[src/rtl/crc32_frame_seq.sv]
// crc32_frame_seq: forwards byte frames and appends the IEEE CRC-32 produced by an external engine.
// Define CRC_CHECK_EN to add chk_mode, which verifies a trailing CRC instead of appending one.
module crc32_frame_seq #(
    parameter int MAX_LEN = 1518,
    parameter int LEN_W   = 16
) (
    input  logic             clk,
    input  logic             reset_n,
    input  logic             s_valid,
    output logic             s_ready,
    input  logic [7:0]       s_data,
    input  logic             s_last,
    output logic             m_valid,
    input  logic             m_ready,
    output logic [7:0]       m_data,
    output logic             m_last,
    output logic             crc_reset,
    output logic             crc_we,
    output logic [7:0]       crc_byte,
    input  logic [31:0]      crc_value,
    output logic [LEN_W-1:0] frm_len,
`ifdef CRC_CHECK_EN
    input  logic             chk_mode,
    output logic             chk_done,
    output logic             chk_ok,
`endif
    output logic             frm_err
);

    typedef enum logic [1:0] {IDLE, DATA, WAIT, APPEND} state_t;

    localparam logic [LEN_W-1:0] CNT_MAX   = '1;
    localparam logic [LEN_W-1:0] MAX_LEN_C = LEN_W'(MAX_LEN);

    state_t           r_state;
    logic [LEN_W-1:0] r_count;
    logic [31:0]      r_crc_q;
    logic [1:0]       r_idx;
    logic [LEN_W-1:0] r_frm_len;
    logic             r_frm_err;
    logic             w_fire;
    logic [LEN_W-1:0] w_body;

`ifdef CRC_CHECK_EN
    logic             r_chk_mode;
    logic [3:0][7:0]  r_dly;        // [0] newest byte, [3] oldest
    logic             r_chk_done;
    logic             r_chk_ok;

    assign chk_done = r_chk_done;
    assign chk_ok   = r_chk_ok;
`endif

    assign frm_len = r_frm_len;
    assign frm_err = r_frm_err;
    assign w_fire  = (r_state == DATA) && s_valid && m_ready;

    // NOTE: every output gets a default before the case, so no path leaves one unassigned (no latch).
    always_comb begin
        s_ready   = 1'b0;
        m_valid   = 1'b0;
        m_data    = '0;
        m_last    = 1'b0;
        crc_reset = 1'b1;
        crc_we    = 1'b0;
        crc_byte  = '0;
        case (r_state)
            DATA: begin
                crc_reset = 1'b0;
                s_ready   = m_ready;
                m_valid   = s_valid;
                m_data    = s_data;
                // Engine write is combinational so the final CRC is ready in the WAIT cycle.
                crc_we    = w_fire;
                crc_byte  = s_data;
`ifdef CRC_CHECK_EN
                if (r_chk_mode) begin
                    m_last   = s_last;
                    crc_we   = w_fire && (r_count >= LEN_W'(4));
                    crc_byte = r_dly[3];
                end
`endif
            end
            WAIT: crc_reset = 1'b0;
            APPEND: begin
                m_valid = 1'b1;
                m_data  = r_crc_q[{r_idx, 3'b000} +: 8];
                m_last  = (r_idx == 2'd3);
            end
            default: ;
        endcase
    end

    always_comb begin
        w_body = r_count;
`ifdef CRC_CHECK_EN
        if (r_chk_mode)
            w_body = (r_count >= LEN_W'(4)) ? r_count - LEN_W'(4) : '0;
`endif
    end

    // NOTE: sequential state uses non-blocking assignments only, so every register samples pre-edge values.
    always_ff @(posedge clk or negedge reset_n) begin
        if (!reset_n) begin
            r_state   <= IDLE;
            r_count   <= '0;
            r_crc_q   <= '0;
            r_idx     <= '0;
            r_frm_len <= '0;
            r_frm_err <= 1'b0;
`ifdef CRC_CHECK_EN
            r_chk_mode <= 1'b0;
            r_dly      <= '0;
            r_chk_done <= 1'b0;
            r_chk_ok   <= 1'b0;
`endif
        end else begin
            r_frm_err <= 1'b0;
`ifdef CRC_CHECK_EN
            r_chk_done <= 1'b0;
`endif
            case (r_state)
                IDLE: begin
                    if (s_valid) begin
                        r_state <= DATA;
                        r_count <= '0;
`ifdef CRC_CHECK_EN
                        r_chk_mode <= chk_mode;
`endif
                    end
                end
                DATA: begin
                    if (w_fire) begin
                        if (r_count != CNT_MAX)
                            r_count <= r_count + 1'b1;
`ifdef CRC_CHECK_EN
                        r_dly <= {r_dly[2:0], s_data};
`endif
                        if (s_last)
                            r_state <= WAIT;
                    end
                end
                WAIT: begin
                    r_crc_q   <= crc_value;
                    r_idx     <= '0;
                    r_frm_len <= w_body;
                    r_frm_err <= (w_body > MAX_LEN_C);
                    r_state   <= APPEND;
`ifdef CRC_CHECK_EN
                    if (r_chk_mode) begin
                        r_state    <= IDLE;
                        r_chk_done <= 1'b1;
                        r_chk_ok   <= (r_count >= LEN_W'(5)) &&
                                      ({r_dly[0], r_dly[1], r_dly[2], r_dly[3]} == crc_value);
                    end
`endif
                end
                APPEND: begin
                    if (m_ready) begin
                        r_idx <= r_idx + 2'd1;
                        if (r_idx == 2'd3)
                            r_state <= IDLE;
                    end
                end
                default: r_state <= IDLE;
            endcase
        end
    end

endmodule

[config.mk]
export PLATFORM = sky130hd
export DESIGN_NAME = crc32_frame_seq
export DESIGN_NICKNAME = d
export VERILOG_FILES = /design/src/rtl/crc32_frame_seq.sv
export SDC_FILE = /design/constraint.sdc
export NUM_CORES = 1
export LEC_CHECK = 0
export BUFFER_PORTS_ARGS = -buffer_cell sky130_fd_sc_hd__buf_2
export CAP_MARGIN = 20
export CORE_MARGIN = 2
export CORE_UTILIZATION = 57
export CTS_CLUSTER_DIAMETER = 30
export CTS_CLUSTER_SIZE = 16
export DETAILED_ROUTE_END_ITERATION = 8
export GPL_TIMING_DRIVEN = 1
export PLACE_DENSITY_LB_ADDON = 0.05
export REMOVE_ABC_BUFFERS = 1
export SYNTH_ARGS = -nofsm -noshare
export SYNTH_HDL_FRONTEND = slang
export SYNTH_SLANG_ARGS = --single-unit
[constraint.sdc]
create_clock -name clk -period 3.59 [get_ports clk]
set_clock_uncertainty 0.2 [all_clocks]
set_input_delay 0.718 -clock clk [delete_from_list [all_inputs] [get_ports clk]]
set_output_delay 0.718 -clock clk [all_outputs]
set_load 0.005 [all_outputs]
[Word-level counts from Yosys, hierarchy flattened]
Cells that the tools add are included.
Storage, ports and cells
  register bits after elaboration: 69
  input bits: 45
  output and inout port bits: 38
  logic and storage cells: 50
Cells by class
  $add $sub $neg: 2
  $lt $le $gt $ge: 1
  equal/unequal tests: 11
  shift-type cells: 1
  multiplexer cells: 20
  reduce and logical (&&, ||, !) cells: 9
Operators with widths (count)
  $mux W16: 3
  $pmux W16 S2: 1
  $shiftx A32 B6 Y8: 1
  $add A16 B1 Y16 const B: 1
  $gt A16 B11 Y1 const B: 1
  $ne A16 B16 Y1 const B: 1
  $pmux W8 S2: 1
  $mux W2: 6
  $ne A2 B2 Y1 const B: 5
  $mux W8: 1
  $pmux W2 S4: 1
  $eq A2 B2 Y1 const B: 3
  $mux W1: 5
  $reduce_and A5 Y1: 1
  $pmux W2 S2: 1
  $reduce_and A4 Y1: 1
  $reduce_bool A2 Y1: 2
  $add A2 B1 Y2 const B: 1
  $eq A2 B1 Y1 const B: 1
  $logic_and A1 B1 Y1: 2
  $logic_not A2 Y1: 1
  $ne A2 B1 Y1 const B: 1
  $pmux W1 S2: 1
  $reduce_and A2 Y1: 1
  $reduce_or A2 Y1: 1

[Depth between registers and ports, before layout]
  depth after elaboration: 5
  mapped depth: 9
  mapped depth without buffers: 8

[Least setup slack after synthesis]
No wires, ideal clock.
  path kind: reg-to-output
  from: reg r_idx[0]
  to: out m_data[0]
  arrival time: 1302 ps
  required time: 2672 ps
  slack: 1370 ps
  stages on the path, launching flop included: 4
  path buffers: 1
  cells stage by stage: dfrtp_1 > buf_2 > mux4_2 > a21o_1
On the way
  word-level cells in the longest chain between the ends: 2
RTL lines
  from (decl): line 38  | logic [1:0] r_idx;
  from (signal assigned): line 160  | r_idx <= r_idx + 2'd1;
  $shiftx A32 B6 Y8: line 87  | m_data = r_crc_q[{r_idx, 3'b000} +: 8];
  $pmux W8 S2: line 67  | case (r_state)
  to (decl): line 15  | output logic [7:0] m_data,
Every way passes these cells.

[Final worst setup path]
  from: reg r_state[1]
  to: out crc_we
On the way
  word-level cells in the longest chain between the ends: 4
RTL lines
  from (decl): line 35  | state_t r_state;
  from (signal assigned): line 105  | r_state <= IDLE;
  from (signal assigned): line 125  | r_state <= DATA;
  from (signal assigned): line 140  | r_state <= WAIT;
  $eq A2 B1 Y1 (*): line 56, 67
  $logic_and A1 B1 Y1 (2 in a row): line 56  | assign w_fire = (r_state == DATA) && s_valid && m_ready;
  $mux W1 (*): line 67
  to (decl): line 18  | output logic crc_we,
Mark *: on every way between the ends. The rest lies on a longest branch, timed or not.

==> impl_metrics.py <==
metrics = {
    "sta": {
        "relSlewSlack_pct": 51.29,
        "finalSetupTns_ns": 0,
        "finalSetupViolCount": 0,
        "fin_crit_sh_pct": 91.63,
        "period_needed_ns": 3.290,
        "max_freq_mhz": 304.0,
        "slew_viol_final": 0,
        "rsz0062_at_grt": "false",
        "final-hold-violation-count": 0,
        "worst_pin_slew_ns": 0.7307,
    },
    "synthesis": {
        "yosysMostFrequentCell": "dfrtp_1",
        "syn_area_um2": 3387,
        "synthTopCellsByCount": "69 x dfrtp_1, 48 x mux2_2, 21 x nand2_1",
        "ys_async_sr_fraction_pct": 100.0,
        "synth_area_leaders": "dfrtp_1 51%, mux2_2 16%, mux4_2 5.3%, ha_1 3.0%, o21ai_0 2.5%",
        "synth_compound_area_share_pct": 8.829,
        "synthMuxAreaShare_pct": 21.28,
        "synthAdderAreaFrac_pct": 2.955,
        "ys.flop_type": "dfrtp_1",
        "postSynthAreaPerCell_um2": 12.10,
        "synth_edf_count": 0,
        "synth_top_family_by_area": "multiplexers",
        "netlist-cell-type-count": 44,
        "synth-xor-area-share_pct": 0.2586,
        "yosys_warnings": 0,
        "synthSimpleGateAreaFrac_pct": 12.04,
        "synth_top_area_share_pct": 50.98,
        "yosys.area.top_type": "dfrtp_1",
        "yosysSeqAreaShare_pct": 50.98,
        "synth_cells": 280,
        "ys_ff_latch": 69,
    },
    "final_layout": {
        "diodes": 0,
        "nets": 413,
        "fin_cells": 440,
        "drive_above_1_share_pct": 45.75,
        "num-fill-cells": 448,
        "syn_to_final_growth_pct": 19.87,
    },
    "worst_setup_path": {
        "crit_path_start": "r_state[1]$_DFFE_PN0P_",
        "ff2ff_path_depth": 7,
        "critical_path_class": "flop to output pin",
        "crit_path_end_kind": "output pin",
        "cp.required_ns": 2.67,
        "arrival_ns": 2.37,
        "path_max_fanout": 17,
        "r2r-start": "r_state[1]$_DFFE_PN0P_",
        "setup.worst_path.start_class": "flop",
    },
    "placed_design": {
        "dp.final_hpwl_um": 4755,
        "io_buffers": 82,
        "dp_cells": 424,
        "gp_congestion": 0.8816,
    },
    "grt": {
        "grt_max_degree": 39,
        "grt_pass1_vias": 2303,
        "track_usage_pct": 22.26,
        "grt_overflow": 0,
        "grt_pass1_wl_um": 10880,
        "antenna_found_initial": 0,
    },
    "pwr": {
        "leakage_nw": 2.015,
        "p_switching_uw": 901.1,
        "p_clk_share_pct": 23.9,
        "p_int_mw": 2.036,
        "pwr-share-comb_pct": 36.3,
        "swShare_pct": 30.68,
        "powerDensity_nw_per_um2": 723.3,
        "peakVddDrop_mv": 0.5197,
        "total_power_mw": 2.937,
        "seqPwrFrac_pct": 39.8,
    },
    "flow_run": {
        "cap_violations": 0,
    },
    "cts": {
        "clk_latency_ns": 0.34,
        "cts_setup_buffers": 0,
        "htreeDepth": 3,
        "numCtsBuffers": 9,
        "clk_pin_slew_worst_paths_ns": 0.07,
        "ctsRootBufferMaster": "clkbuf_8",
        "cts_tree": "done",
        "cts.sinks": 69,
        "ctsResizeCount": 0,
        "holdBufCountCts": 0,
        "max-clock-path-buffers": 2,
    },
    "routing": {
        "final_antenna_net_count": 0,
        "routed_via_density": 5.518,
        "route.detailed.wl_per_inst_um": 15.62,
        "routed-via-count": 2428,
        "drtIter0Drc": 134,
        "wirelength_um": 6871,
        "firstDrtPassIters": 5,
        "drc": 0,
    },
    "min_path": {
        "hold_class": "input port to async pin",
    },
    "die": {
        "rows": 28,
        "die_area_um2": 6575,
        "die_x_um": 81.09,
        "num_io_pins": 83,
        "coreArea_um2": 5816,
        "die_y_um": 81.09,
        "initial_utilization_pct": 58.24,
    },
    "run_status": {
        "outcome": "finished clean",
    },
}
## stage by stage
| step | utilization (%) | cell area (um2) | setup WS, ns | hold WS [ns] |
|---|---|---|---|---|
| detailed placement | 65.94 | 3835 | 0.6429 | 0.2899 |
| global route | 69.82 | 4060 | 0.1502 | 0.2906 |
| finish | 69.82 | 4060 | 0.3003 | 0.2352 |
| global placement | 65.94 | 3835 | 0.7774 | 0.2842 |
| CTS | 69.82 | 4060 | 0.2647 | 0.2501 |
| floorplan | - | 3293 | 0.9592 | 0.2224 |
## cell families after synthesis
| group | after synthesis |
|---|---|
| XOR/XNOR | 1 |
| flip-flops | 69 |
| AO/OA/AOI/OAI | 46 |
| adder cells (fa/ha/maj) | 8 |
| multiplexers | 56 |
| buffers and inverters | 24 |
| AND/OR/NAND/NOR | 76 |
## layer usage
metal,GRT usage [%],share of wire (%),up-vias
li1,-,-,1178
met1,31.45,48,1170
met2,33.14,45,74
met3,5.778,6.2,6
met4,8.644,1.3,0
met5,0,0,-
## critical path, cell delays in order, from the launching register on
cell	delay, ns
dfrtp_1	0.41
inv_1	0.12
ha_1	0.60
and2_2	0.30
nand2_1	0.23
clkinv_1	0.23
buf_2	0.14
## final timing paths
kind,slack [ns],to
worst max-delay path,0.30,crc_we
worst min register to register,0.30,frm_len[11]$_DFFE_PN0P_
min in group clk,0.30,frm_len[11]$_DFFE_PN0P_
max in group asynchronous,2.32,r_crc_q[29]$_DFFE_PN0P_
worst max register to register,0.87,r_count[3]$_DFFE_PN0P_
worst min-delay path,0.24,frm_len[14]$_DFFE_PN0P_
## power groups by stage
stage                     Clock [mW]  Combinational (mW)  Sequential, mW
final                          0.702                1.07            1.17
after global routing           0.760                1.18            1.20
after CTS                      0.722                1.08            1.17
after detailed placement           0                1.07            1.18
after global placement             0                1.04            1.17
after floorplan                    0               0.787            1.13
## state kept, by name (all words and copies together), names as in the netlist
name	count
r_count	16
r_idx	2
frm_len	16
r_crc_q	32
frm_err	1
r_state	2
## layout make-up
cell class	count	area [um2]	share of cell area [%]
clock buffer	12	155.1	3.821
clock inverter	4	70.07	1.726
inverter	8	30.03	0.7396
multi-input combinational	187	1539	37.90
sequential	69	1727	42.53
tap	75	93.84	2.311
timing repair buffer	85	445.4	10.97
## placed cells by master, fill, tap and decap left out, types with 4 or more instances in the layout
cell / count
o21ai_0: 17
inv_1: 7
clkbuf_8: 11
buf_2: 82
nand4_1: 9
nand2_1: 21
nand3_1: 10
a21oi_1: 4
mux4_2: 8
mux2_2: 48
nor2_1: 12
a21o_1: 11
dfrtp_1: 69
and2_1: 9
ha_1: 7
Note: power is estimated with default switching activity, not from simulation.
